===== config.mk =====
export PLATFORM = sky130hd
export DESIGN_NAME = aes_stream_ctrl_flat
export DESIGN_NICKNAME = d
export VERILOG_FILES = /design/src/rtl/aes_pkg.sv /design/src/rtl/aes_stream_ctrl_if.sv /design/src/rtl/aes_word_unpacker.sv /design/src/rtl/aes_stream_ctrl.sv /design/src/flat_wrapper.sv
export SDC_FILE = /design/constraint.sdc
export NUM_CORES = 1
export LEC_CHECK = 0
export ABC_AREA = 1
export ABC_CLOCK_PERIOD_IN_PS = 1800
export CORE_MARGIN = 2
export CORE_UTILIZATION = 45
export CTS_CLUSTER_SIZE = 40
export DETAILED_ROUTE_END_ITERATION = 8
export PLACE_DENSITY = 0.76
export SYNTH_ARGS = -nofsm -noshare
export SYNTH_HDL_FRONTEND = slang
export SYNTH_HIERARCHICAL = 1
export SYNTH_SLANG_ARGS = --single-unit

===== constraint.sdc =====
create_clock -name clk -period 1.8 [get_ports clk]
set_input_delay 0.27 -clock clk [delete_from_list [all_inputs] [get_ports clk]]
set_output_delay 0.27 -clock clk [all_outputs]
set_load 0.01 [all_outputs]

===== src/rtl/aes_pkg.sv =====
// Shared types and constants for the AES stream controller slice.
package aes_pkg;

  typedef enum logic [2:0] {
    StIdle,
    StLoad,
    StStart,
    StWait,
    StUnload
  } aes_state_e;

  typedef logic [0:127] aes_block_t;
  typedef logic [0:31]  aes_word_t;

  localparam int unsigned WordBits  = 32;
  localparam logic [1:0]  FirstWord = 2'd0;
  localparam logic [1:0]  LastWord  = 2'd3;

  // Word 0 occupies bits [0:31], i.e. it is the most significant word.
  function automatic aes_word_t get_word(aes_block_t blk, logic [1:0] idx);
    return blk[{idx, 5'd0} +: WordBits];
  endfunction

endpackage


===== src/rtl/aes_stream_ctrl_if.sv =====
// Word stream, AES core and status signals of aes_stream_ctrl.
interface aes_stream_ctrl_if;
  import aes_pkg::*;

  logic       in_valid;
  logic       in_ready;
  aes_word_t  in_data;
  logic       in_is_key;
  logic       in_decrypt;
  aes_block_t message;
  aes_block_t key;
  logic       sel_cypher;
  logic       start;
  aes_block_t core_result;
  logic       core_done;
  logic       out_valid;
  logic       out_ready;
  aes_word_t  out_data;
  logic [1:0] err;

  modport master (
    output in_valid, in_data, in_is_key, in_decrypt, core_result, core_done, out_ready,
    input  in_ready, message, key, sel_cypher, start, out_valid, out_data, err
  );

  modport slave (
    input  in_valid, in_data, in_is_key, in_decrypt, core_result, core_done, out_ready,
    output in_ready, message, key, sel_cypher, start, out_valid, out_data, err
  );

endinterface


===== src/rtl/aes_word_unpacker.sv =====
// Holds a 128-bit result block and streams it out as four 32-bit words, MSW first.
module aes_word_unpacker
  import aes_pkg::*;
(
  input  logic       clk,
  input  logic       reset,
  input  logic       load,
  input  aes_block_t load_data,
  input  logic       active,
  output logic       out_valid,
  input  logic       out_ready,
  output aes_word_t  out_data,
  output logic       last
);

  aes_block_t data_q;
  logic [1:0] idx_q;

  always_ff @(posedge clk) begin
    if (reset) begin
      data_q <= '0;
      idx_q  <= FirstWord;
    end else if (load) begin
      data_q <= load_data;
      idx_q  <= FirstWord;
    end else if (active && out_ready) begin
      idx_q  <= idx_q + 2'd1;
    end
  end

  // out_data only moves on a handshake, so it is stable under backpressure.
  assign out_valid = active;
  assign out_data  = get_word(data_q, idx_q);
  assign last      = active && out_ready && (idx_q == LastWord);

endmodule


===== src/rtl/aes_stream_ctrl.sv =====
// Packs 32-bit key/message groups for an AES core and unpacks its result.
// Optional build macro AES_TIMEOUT_EN bounds the WAIT state to TIMEOUT_CYCLES.
module aes_stream_ctrl
  import aes_pkg::*;
#(
  parameter int unsigned TIMEOUT_CYCLES = 64
) (
  input logic              clk,
  input logic              reset,
  aes_stream_ctrl_if.slave bus
);

  if (TIMEOUT_CYCLES == 0) begin : g_bad_timeout
    $error("TIMEOUT_CYCLES must be nonzero");
  end

  aes_state_e state_q, state_d;
  logic [1:0] cnt_q, cnt_d;
  logic       is_key_q, is_key_d;
  logic       decrypt_q, decrypt_d;
  logic       key_loaded_q, key_loaded_d;
  aes_block_t grp_q, grp_d;
  aes_block_t key_q, key_d;
  aes_block_t msg_q, msg_d;
  logic       sel_q, sel_d;
  logic       err0_q, err0_d;

  logic       accept;
  logic       unpack_load;
  logic       unpack_last;
  aes_block_t grp_full;

  assign bus.in_ready   = (state_q == StIdle) || (state_q == StLoad);
  assign accept         = bus.in_valid && bus.in_ready;
  assign grp_full       = {grp_q[0:95], bus.in_data};
  assign bus.message    = msg_q;
  assign bus.key        = key_q;
  assign bus.sel_cypher = sel_q;
  assign bus.start      = (state_q == StStart);
  assign unpack_load    = (state_q == StWait) && bus.core_done;

`ifdef AES_TIMEOUT_EN
  localparam int unsigned TmoW = $clog2(TIMEOUT_CYCLES + 1);
  logic [TmoW-1:0] tmo_q, tmo_d;
  logic            err1_q, err1_d;
  assign bus.err = {err1_q, err0_q};
`else
  assign bus.err = {1'b0, err0_q};
`endif

  always_comb begin
    state_d      = state_q;
    cnt_d        = cnt_q;
    is_key_d     = is_key_q;
    decrypt_d    = decrypt_q;
    key_loaded_d = key_loaded_q;
    grp_d        = grp_q;
    key_d        = key_q;
    msg_d        = msg_q;
    sel_d        = sel_q;
    err0_d       = err0_q;
`ifdef AES_TIMEOUT_EN
    tmo_d        = tmo_q;
    err1_d       = err1_q;
`endif
    unique case (state_q)
      StIdle: begin
        if (accept) begin
          is_key_d            = bus.in_is_key;
          decrypt_d           = bus.in_decrypt;
          grp_d[0:WordBits-1] = bus.in_data;
          cnt_d               = 2'd1;
          state_d             = StLoad;
        end
      end
      StLoad: begin
        if (accept) begin
          grp_d[{cnt_q, 5'd0} +: WordBits] = bus.in_data;
          cnt_d = cnt_q + 2'd1;
          if (cnt_q == LastWord) begin
            cnt_d   = 2'd0;
            state_d = StIdle;
            if (is_key_q) begin
              key_d        = grp_full;
              key_loaded_d = 1'b1;
            end else if (key_loaded_q) begin
              msg_d   = grp_full;
              sel_d   = decrypt_q;
              state_d = StStart;
            end else begin
              err0_d = 1'b1;
            end
          end
        end
      end
      StStart: begin
        state_d = StWait;
`ifdef AES_TIMEOUT_EN
        tmo_d   = '0;
`endif
      end
      StWait: begin
        if (bus.core_done) begin
          state_d = StUnload;
`ifdef AES_TIMEOUT_EN
        end else if (tmo_q == TmoW'(TIMEOUT_CYCLES - 1)) begin
          err1_d  = 1'b1;
          state_d = StIdle;
        end else begin
          tmo_d = tmo_q + TmoW'(1);
`endif
        end
      end
      StUnload: begin
        if (unpack_last) state_d = StIdle;
      end
      default: state_d = StIdle;
    endcase
  end

  always_ff @(posedge clk) begin
    if (reset) begin
      state_q      <= StIdle;
      cnt_q        <= 2'd0;
      is_key_q     <= 1'b0;
      decrypt_q    <= 1'b0;
      key_loaded_q <= 1'b0;
      grp_q        <= '0;
      key_q        <= '0;
      msg_q        <= '0;
      sel_q        <= 1'b0;
      err0_q       <= 1'b0;
    end else begin
      state_q      <= state_d;
      cnt_q        <= cnt_d;
      is_key_q     <= is_key_d;
      decrypt_q    <= decrypt_d;
      key_loaded_q <= key_loaded_d;
      grp_q        <= grp_d;
      key_q        <= key_d;
      msg_q        <= msg_d;
      sel_q        <= sel_d;
      err0_q       <= err0_d;
    end
  end

`ifdef AES_TIMEOUT_EN
  always_ff @(posedge clk) begin
    if (reset) begin
      tmo_q  <= '0;
      err1_q <= 1'b0;
    end else begin
      tmo_q  <= tmo_d;
      err1_q <= err1_d;
    end
  end
`endif

  aes_word_unpacker u_unpacker (
    .clk       (clk),
    .reset     (reset),
    .load      (unpack_load),
    .load_data (bus.core_result),
    .active    (state_q == StUnload),
    .out_valid (bus.out_valid),
    .out_ready (bus.out_ready),
    .out_data  (bus.out_data),
    .last      (unpack_last)
  );

endmodule


===== src/flat_wrapper.sv =====
// flat-port wrapper written by rule: the top's interface ports become plain ports
module aes_stream_ctrl_flat import aes_pkg::*;
#(
  parameter int unsigned TIMEOUT_CYCLES = 64
)
  (clk, reset, bus_in_valid, bus_in_data, bus_in_is_key, bus_in_decrypt, bus_core_result, bus_core_done, bus_out_ready, bus_in_ready, bus_message, bus_key, bus_sel_cypher, bus_start, bus_out_valid, bus_out_data, bus_err);
  aes_stream_ctrl_if bus_i ();
  input logic clk;
  input logic reset;
  input wire logic [$bits(bus_i.in_valid)-1:0] bus_in_valid;
  input wire logic [$bits(bus_i.in_data)-1:0] bus_in_data;
  input wire logic [$bits(bus_i.in_is_key)-1:0] bus_in_is_key;
  input wire logic [$bits(bus_i.in_decrypt)-1:0] bus_in_decrypt;
  input wire logic [$bits(bus_i.core_result)-1:0] bus_core_result;
  input wire logic [$bits(bus_i.core_done)-1:0] bus_core_done;
  input wire logic [$bits(bus_i.out_ready)-1:0] bus_out_ready;
  output wire logic [$bits(bus_i.in_ready)-1:0] bus_in_ready;
  output wire logic [$bits(bus_i.message)-1:0] bus_message;
  output wire logic [$bits(bus_i.key)-1:0] bus_key;
  output wire logic [$bits(bus_i.sel_cypher)-1:0] bus_sel_cypher;
  output wire logic [$bits(bus_i.start)-1:0] bus_start;
  output wire logic [$bits(bus_i.out_valid)-1:0] bus_out_valid;
  output wire logic [$bits(bus_i.out_data)-1:0] bus_out_data;
  output wire logic [$bits(bus_i.err)-1:0] bus_err;
  assign bus_i.in_valid = bus_in_valid;
  assign bus_i.in_data = bus_in_data;
  assign bus_i.in_is_key = bus_in_is_key;
  assign bus_i.in_decrypt = bus_in_decrypt;
  assign bus_i.core_result = bus_core_result;
  assign bus_i.core_done = bus_core_done;
  assign bus_i.out_ready = bus_out_ready;
  assign bus_in_ready = bus_i.in_ready;
  assign bus_message = bus_i.message;
  assign bus_key = bus_i.key;
  assign bus_sel_cypher = bus_i.sel_cypher;
  assign bus_start = bus_i.start;
  assign bus_out_valid = bus_i.out_valid;
  assign bus_out_data = bus_i.out_data;
  assign bus_err = bus_i.err;
  aes_stream_ctrl #(.TIMEOUT_CYCLES(TIMEOUT_CYCLES)) u_core (.clk(clk), .reset(reset), .bus(bus_i));
endmodule

Word-level counts from Yosys, hierarchy flattened. Index checks and enable logic that the tools add are counted.

Register bits: 524. Input bits: 167. Output and inout port bits: 294. Word-level logic and storage cells: 65.

Add/sub/neg operators: 3. Equal/unequal tests: 11. Shifts and indexed selects: 3. Mux-type cells: 16. Bitwise gates (word level): 4. Reduce and logical (&&, ||, !) cells: 15.

Operator list (number): $shift 129x9->128 const A (1); $shiftx 128x8->129 (1); $shiftx 129x9->128 (1); $bwmux 128 (1); $mux 128 (1); $pmux 32 s2 (1); $mux 32 (1); $mux 3 (6); $not 7->8 (2); $pmux 3 s5 (1); $reduce_and 5->1 (3); $neg 8->9 (1); $mux 2 (4); $eq 3x2->1 const B (2); $ne 2x1->1 const B (3); $add 2x1->2 const B (2); $eq 2x2->1 const B (2); $logic_and 1x1->1 (4); $ne 2x2->1 const B (2); $pmux 2 s2 (1); $reduce_and 2->1 (2); $reduce_and 4->1 (1); $eq 3x1->1 const B (1); $eq 3x3->1 const B (1); other kinds (6) (7).

Logic depth before layout (Yosys ltp).
Depth after elaboration: 6. Mapped depth: 10. Depth with buffers taken out: 10.

Cells and area by module. The synthesis kept the hierarchy.

By module, submodules not included: aes_stream_ctrl (instances 1, cells each 1843, area an instance 13830.8 sq um, seq. area each 7247.0 sq um); aes_word_unpacker (instances 1, cells each 945, area an instance 6064.6 sq um, seq. area each 2602.5 sq um).

Worst setup path after synthesis. No wires, ideal clock.

Path kind: reg2reg. Start point: register u_core.cnt_q[1]. End point: register u_core.grp_q[100]. Library setup time: 0.064 ns. Arrival time: 1.901 ns. Data required time: 1.736 ns. Path slack: -0.165 ns. Cell stages (with the launch flop): 11. Path buffers: 2. Clock period less this slack: 1.965 ns. Path through: dfxtp_1 -> inv_1 -> buf_1 -> ha_1 -> inv_1 -> nor2_2 -> nand2_1 -> clkbuf_1 -> o21ai_0 -> nor2_1 -> nor2_1.

Cells in the longest elaborated chain, start to end: 6. Elaborated cells on any way between the ends: 7. Classes of those cells: add/sub: 1; shift: 2; mux: 3; bitwise: 1.

Ends and longest elaborated chain: start: declaration (line aes_stream_ctrl.sv:18) `logic [1:0] cnt_q, cnt_d;`; start signal: assignment (line aes_stream_ctrl.sv:135) `cnt_q <= cnt_d;`; $not 7->8 (implied by the code) (*) (line aes_stream_ctrl.sv:78) `grp_d[{cnt_q, 5'd0} +: WordBits] = bus.in_data;`; $neg 8->9 (*) (line aes_stream_ctrl.sv:78); $shiftx 129x9->128 or $shift 129x9->128 (tied branches) (line aes_stream_ctrl.sv:78); $bwmux 128 (*) (line aes_stream_ctrl.sv:78); $mux 128 (*) (line aes_stream_ctrl.sv:77) `if (accept) begin`; $pmux 32 s2 (*) (line aes_stream_ctrl.sv:66) `unique case (state_q)`; end signal: assignment (line aes_stream_ctrl.sv:139) `grp_q <= grp_d;`; end: declaration (line aes_stream_ctrl.sv:22) `aes_block_t grp_q, grp_d;`.

Every way passes the cells marked *; elsewhere a longest branch is shown, timed or not. The select of a mux whose other input is x is not followed. A chain may end at the register's enable or synchronous reset.

Worst setup path in the final report.
Start point: register u_core.u_unpacker.idx_q[0]. End point: output bus_out_data[11].

Cells in the longest elaborated chain, start to end: 2.

Ends and longest elaborated chain: start: declaration (line aes_word_unpacker.sv:17) `logic [1:0] idx_q;`; start signal: assignment (line aes_word_unpacker.sv:22) `idx_q <= FirstWord;`; start signal: assignment (line aes_word_unpacker.sv:25) `idx_q <= FirstWord;`; start signal: assignment (line aes_word_unpacker.sv:27) `idx_q <= idx_q + 2'd1;`; $not 7->8 (implied by the code) (line aes_pkg.sv:21) `return blk[{idx, 5'd0} +: WordBits];`; $shiftx 128x8->129 (line aes_pkg.sv:21); end: declaration (line flat_wrapper.sv:23) `output wire logic [$bits(bus_i.out_data)-1:0] bus_out_data;`.

Every way passes these cells.

==> impl_metrics.yaml <==
pwr:
  vdd_drop_max_mv: 0.623
  leakagePower_nw: 12.4
  p_per_area_mw_per_mm2: 869
worst_hold_path:
  holdCritPathClass: "in2reg"
final_layout:
  layoutNonFillerInstCount: 3882
  layout_common_cells: "nand2_1 (735), dfxtp_1 (486), nor2_1 (351)"
  drive_gt1_frac: 0.0989
  postLayoutCellArea_mm2: 0.0279
  nNetsFinal: 3415
  syn2layout_area_growth_pct: 40.2
  final_common_cell: "nand2_1"
route:
  drt_iter0_drc: 2522
  drc: 0
  drt-pass1-iter-count: 7
  vias_per_cell: 5.34
  via_count: 20700
  routed_wl_um: 74300
  avgRoutedWirePerCell_um: 19.1
  antenna_left: 0
clocking:
  cts_made_buffers: 51
  numClockSinks: 492
  clock_latency_ns: 0.61
  htreeDepth: 2
  cts_tree: "built"
  clk_pin_slew_ns: 0.06
  cts_hold_buf: 0
  root_buffer: "clkbuf_16"
  max-clock-path-buffers: 3
die:
  rows: 77
  coreArea_mm2: 0.0439
  chipHeight_um: 214
  die_w_um: 214
  dieArea_mm2: 0.0459
  pin_count: 461
  start_util: 0.453
global_route:
  grt_first_pass_wirelength_um: 111000
  grt_pass1_vias: 19900
  grt-ovfl-total: 0
  gr-usage-all-layers: 0.305
  antenna_found_initial: 5
  grt_max_degree: 110
critical_path:
  start_kind: "register"
  required_ns: 1.53
  cp.arrival_ns: 1.73
  crit_fanout: 14
  crit_type: "reg2out"
  endpoint_kind: "output port"
run:
  maxCapViolations: 0
timing:
  max_freq_mhz: 499
  timing_hold_violations_final: 0
  tightest_slew_ns: 0.545
  relSlewSlack: 0.637
  grt_setup_unrepaired: "yes"
  layout_min_cycle_time_ns: 2.00
  slew_viol_final: 0
  worst_slack_ns: -0.205
  setup_viol: 33
  setup_tns_ns: -4.78
  finalCritPeriodShare: 1.11
  clock_skew_ns: 0.0299
place:
  hpwl_um: 50300
  place_congestion: 0.927
  dp.cells: 3762
  dpl_cell_area_mm2: 0.0257
  place_ws_ns: -0.243
  port_buffers: 459
logic_synthesis:
  synth_cell_types: 26
  synth_edf_count: 0
  synth.top_cell.area_share: 0.495
  syn_nets: 2960
  ys_warn_count: 6
  synth.avg_cell_area_um2: 7.14
  ys.flop_type: "dfxtp_1"
  ys_top_cells_by_area: "dfxtp_1 (50%), nand2_1 (14%), a21oi_1 (8.3%)"
  netlist_instances: 2788
  syn_area_mm2: 0.0199
  yosys.area.top_type: "dfxtp_1"
  synth_async_sr_flop_share: 0
  seq_area_frac_synth: 0.495
  synth-seq-cells: 492
status:
  status: "finished with violations"
  violations: "setup timing"
==> state kept, by name, summed over array words and instances, names as in the netlist <==
| name | cells |
|---|---|
| u_core/bus.key | 128 |
| u_core/bus.message | 128 |
| u_core/bus.sel_cypher | 1 |
| u_core/cnt_q | 2 |
| u_core/decrypt_q | 1 |
| u_core/err0_q | 1 |
| u_core/grp_q | 96 |
| u_core/is_key_q | 1 |
| u_core/key_loaded_q | 1 |
| u_core/state_q | 3 |
| u_core/u_unpacker/data_q | 128 |
| u_core/u_unpacker/idx_q | 2 |
==> power breakdown <==
| group | internal (W) | total (W) | switching [W] |
|---|---|---|---|
| clock | 0.00671 | 0.0113 | 0.00455 |
| sequential | 0.0110 | 0.0111 | 0.000120 |
| combinational | 0.000793 | 0.00185 | 0.00106 |
==> per-stage QoR <==
step | power (W) | hold WS [ns] | utilization
detailed placement | 0.0131 | 0.444 | 0.584
finish | 0.0242 | 0.0455 | 0.635
global route | 0.0249 | 0.0461 | 0.635
floorplan | 0.0121 | 0.405 | -
global placement | 0.0131 | 0.435 | 0.584
CTS | 0.0243 | 0.0152 | 0.623
==> cells by family (layout without fill, tap and decap cells) <==
group | Yosys count | count (layout) | synth area share
flip-flops | 492 | 492 | 0.495
other | 1 | 6 | 0.000188
AO/OA/AOI/OAI | 497 | 497 | 0.127
buffers and inverters | 410 | 907 | 0.0928
AND/OR/NAND/NOR | 1383 | 1383 | 0.282
adder cells (fa/ha/maj) | 5 | 5 | 0.00314
==> cells in the mapped netlist, types with 2 or more instances <==
cell type / n
nor2_1: 355
nand3_1: 237
dfxtp_1: 492
o22ai_1: 10
buf_6: 11
buf_4: 35
nand2_1: 740
nand4_1: 34
buf_1: 10
a21oi_1: 330
inv_1: 185
nor2_4: 2
nor3_1: 11
clkbuf_1: 87
nand2_2: 2
inv_2: 6
buf_2: 74
o21ai_0: 59
o21ai_1: 96
ha_1: 5
clkinv_1: 2
==> worst paths after layout <==
| kind | startpoint | to | slack (ns) | cells past startpoint |
|---|---|---|---|---|
| min | reset | u_core/u_unpacker/data_q[82]$_SDFFE_PP0P_ | 0.05 | 2 |
| max | u_core/u_unpacker/idx_q[0]$_SDFFE_PP0P_ | bus_out_data[11] | -0.20 | 6 |
| max reg2reg | u_core/state_q[2]$_SDFFE_PP0P_ | u_core/bus.key[16]$_SDFFE_PP0P_ | -0.01 | 10 |
| min reg2reg | u_core/bus.message[81]$_SDFFE_PP0P_ | u_core/bus.message[81]$_SDFFE_PP0P_ | 0.46 | 2 |
==> repair_timing <==
action | in CTS | in global routing
buffers inserted | 0 | 10
pin swaps | 2 | 12
gates resized for setup | 191 | 172
endpoints found under the setup margin | 144 | 158
gates cloned | 1 | 9
==> per-layer routing <==
layer	up-vias	track usage	wire length, µm
li1	9828	-	-
met2	1054	0.505	34700
met5	-	0	0
met3	232	0.0450	5450
met4	0	0.177	4410
met1	9600	0.379	29800
==> final cells by class <==
class	instances	area, µm²
clock inverters	21	277
well taps	592	741
repair buffers	619	6430
diodes	5	12.5
fillers	3878	16000
multi-input cells	1886	8290
inverters	193	752
clock buffers	74	1510
flip-flops and latches	492	9860
==> worst max-delay path, cell delays in order (launching register included) <==
cell and delay (ns):
dfxtp_4 0.47, inv_8 0.08, buf_12 0.16, nand2_1 0.07, nand3_2 0.12, nand2_1 0.09, buf_4 0.13
Power figures use the tool's default switching activity.
==> edit (same flow settings) <==
The option `AES_TIMEOUT_EN` is turned on by a define.
--- a/src/rtl/aes_stream_ctrl.sv
+++ b/src/rtl/aes_stream_ctrl.sv
@@ -1,5 +1,7 @@
 // Packs 32-bit key/message groups for an AES core and unpacks its result.
 // Optional build macro AES_TIMEOUT_EN bounds the WAIT state to TIMEOUT_CYCLES.
+`define AES_TIMEOUT_EN
+
 module aes_stream_ctrl
   import aes_pkg::*;
 #(
Function: not settled (the Yosys comparison gave no result); the edit may change what the design does.
==> edit against the original RTL <==
  * The flow still finishes with violations (setup timing)
  * Via count down 1.3%
  * Die area up 0.89%
  * Final area up 0.91%
  * Wire length down 3.5%
  * Worst setup slack worse by 0.0038 ns
  * Sequential cell count up 8
  * Power down 0.70%
  * Synthesized area up 0.91%
  * Critical endpoint is now bus_out_data[28]
  * Largest power group is now registers
==> edit: results (changes against the original RTL) <==
.. list-table::
   :header-rows: 1

   * - Metric
     - Value
   * - Biggest area contributors in the synthesized netlist
     - dfxtp_1 50%, nand2_1 11%, a21oi_1 9.3%, o21ai_0 6.1%, inv_1 6.1%
   * - Wire length of the first global-routing pass
     - 106800 um (-4.0%)
   * - Number of buffers added by the clock tree synthesis step
     - 52 (+2.0%)
   * - Synthesized area per cell
     - 7.214 um2 (+1.1%)
   * - Pin count of the biggest net entering global routing
     - 173 (+57%)
   * - Critical Path Fanout Max
     - 7 (-7)
   * - Vias in the first global route
     - 19.30k (-3.1%)
   * - First-pass iteration count of the detailed router
     - 5 (-2)
   * - Max VDD drop
     - 0.8047 mV (+29%)
   * - Post-Place Cells
     - 3731 (-0.82%)
   * - Violated checks
     - setup timing
   * - Drt initial violations
     - 1952 (-23%)
   * - Leakage power summed over all cells
     - 12.20 nW (-1.8%)
   * - Worst-margin pin slew
     - 0.6638 ns (+0.1186 ns)
   * - Placer Congestion
     - 0.9097 (-1.8%)
   * - Number of setup violations in the final report
     - 32 (-3.0%)
   * - Status
     - finished with violations
   * - Number of antenna violations at the first check in global routing
     - 11 (+6)
   * - Filler cell count in the final layout
     - 3754 (-3.2%)
   * - Number of port buffers
     - 460 (+0.22%)
   * - Final worst setup slack
     - -0.2083 ns (-0.003801 ns)
   * - Detailed-route wire length per cell
     - 18.56 um (-3.1%)
   * - Most common library cells after synthesis
     - 602 x nand2_1, 500 x dfxtp_1, 374 x a21oi_1
   * - Global routing usage summed across all routing layers
     - 0.2895 (-0.01528)
   * - Worst-case clock skew
     - 0.02921 ns (-0.0007343 ns)
   * - Net count after synthesis
     - 2956 (-0.14%)
   * - Sequential fraction of the synthesis area
     - 0.4986 (+0.003534)
## edit: path summary, 6_finish.rpt
| path | slack (ns) | to | cells after the start |
|---|---|---|---|
| max | -0.21 | bus_out_data[28] | 7 |
| min | 0.22 | u_core/u_unpacker/data_q[0] | 3 |
| max reg2reg | 0.07 | u_core/grp_q[127] | 10 |
| min reg2reg | 0.44 | u_core/bus.message[112] | 2 |
## edit: where the power goes
| part | internal, W | switching [W] | leakage (nW) |
|---|---|---|---|
| clock | 0.00629 | 0.00454 | 0.864 |
| combinational | 0.000834 | 0.00112 | 7.30 |
| sequential | 0.0112 | 0.0000821 | 4.04 |
| total | 0.0183 | 0.00574 | 12.2 |
## edit: repair_timing
item | CTS | global route
endpoints found under the hold margin | 1 | 0
hold buffers | 1 | 0
endpoints found under the setup margin | 190 | 192
gates resized for setup | 341 | 87
gates cloned | 3 | 7
buffers inserted | 11 | 5
pin swaps | 15 | 15
## edit: metal layers
metal	GRT usage	up-vias	share of wire
met5	0	-	0.00035
met4	0.1389	4	0.049
met3	0.07247	177	0.086
met2	0.4785	898	0.47
met1	0.3529	9619	0.40
li1	-	9742	-
## edit: critical path: stages (launching register included)
cell and delay [ns]:
dfxtp_4 0.42, clkinv_8 0.12, buf_16 0.16, buf_12 0.13, nand2_4 0.05, nand3_2 0.06
nand2_1 0.07, buf_2 0.13
## edit: kinds of logic (layout without fill, tap and decap cells)
logic type      count (synthesis)  count (layout)  share of synthesized area
flops                         500             500                     0.4986
compound gates                675             675                     0.1688
fa+ha+maj                       6               6                   0.003739
buf+inv                       538            1018                     0.1131
simple gates                 1064            1064                     0.2158
other cells                     0              10                          0
## edit: area by class of cell
| type | instances | share of cell area |
|---|---|---|
| sequential | 500 | 0.3562 |
| multi-input combinational | 1745 | 0.2878 |
| timing repair buffer | 590 | 0.2215 |
| clock buffer | 77 | 0.05527 |
| inverter | 330 | 0.04478 |
| tap | 592 | 0.02632 |
| clock inverter | 20 | 0.006803 |
| antenna | 10 | 0.0008893 |
| timing repair inverter | 1 | 0.0004002 |
## edit: per-stage QoR
| step | TNS (ns) | setup WS [ns] | cell area (um2) | total power, W | hold WS, ns |
|---|---|---|---|---|---|
| CTS | -4.919 | -0.2367 | 27650 | 0.02409 | 0.1922 |
| finish | -5.314 | -0.2083 | 28140 | 0.02406 | 0.2242 |
| global placement | -7.453 | -0.1118 | 25650 | 0.01330 | 0.4307 |
| detailed placement | -13.72 | -0.1885 | 25650 | 0.01333 | 0.4355 |
| floorplan | -0.1325 | -0.006975 | 20080 | 0.01236 | 0.4049 |
| global route | -7.248 | -0.2669 | 28130 | 0.02481 | 0.2216 |
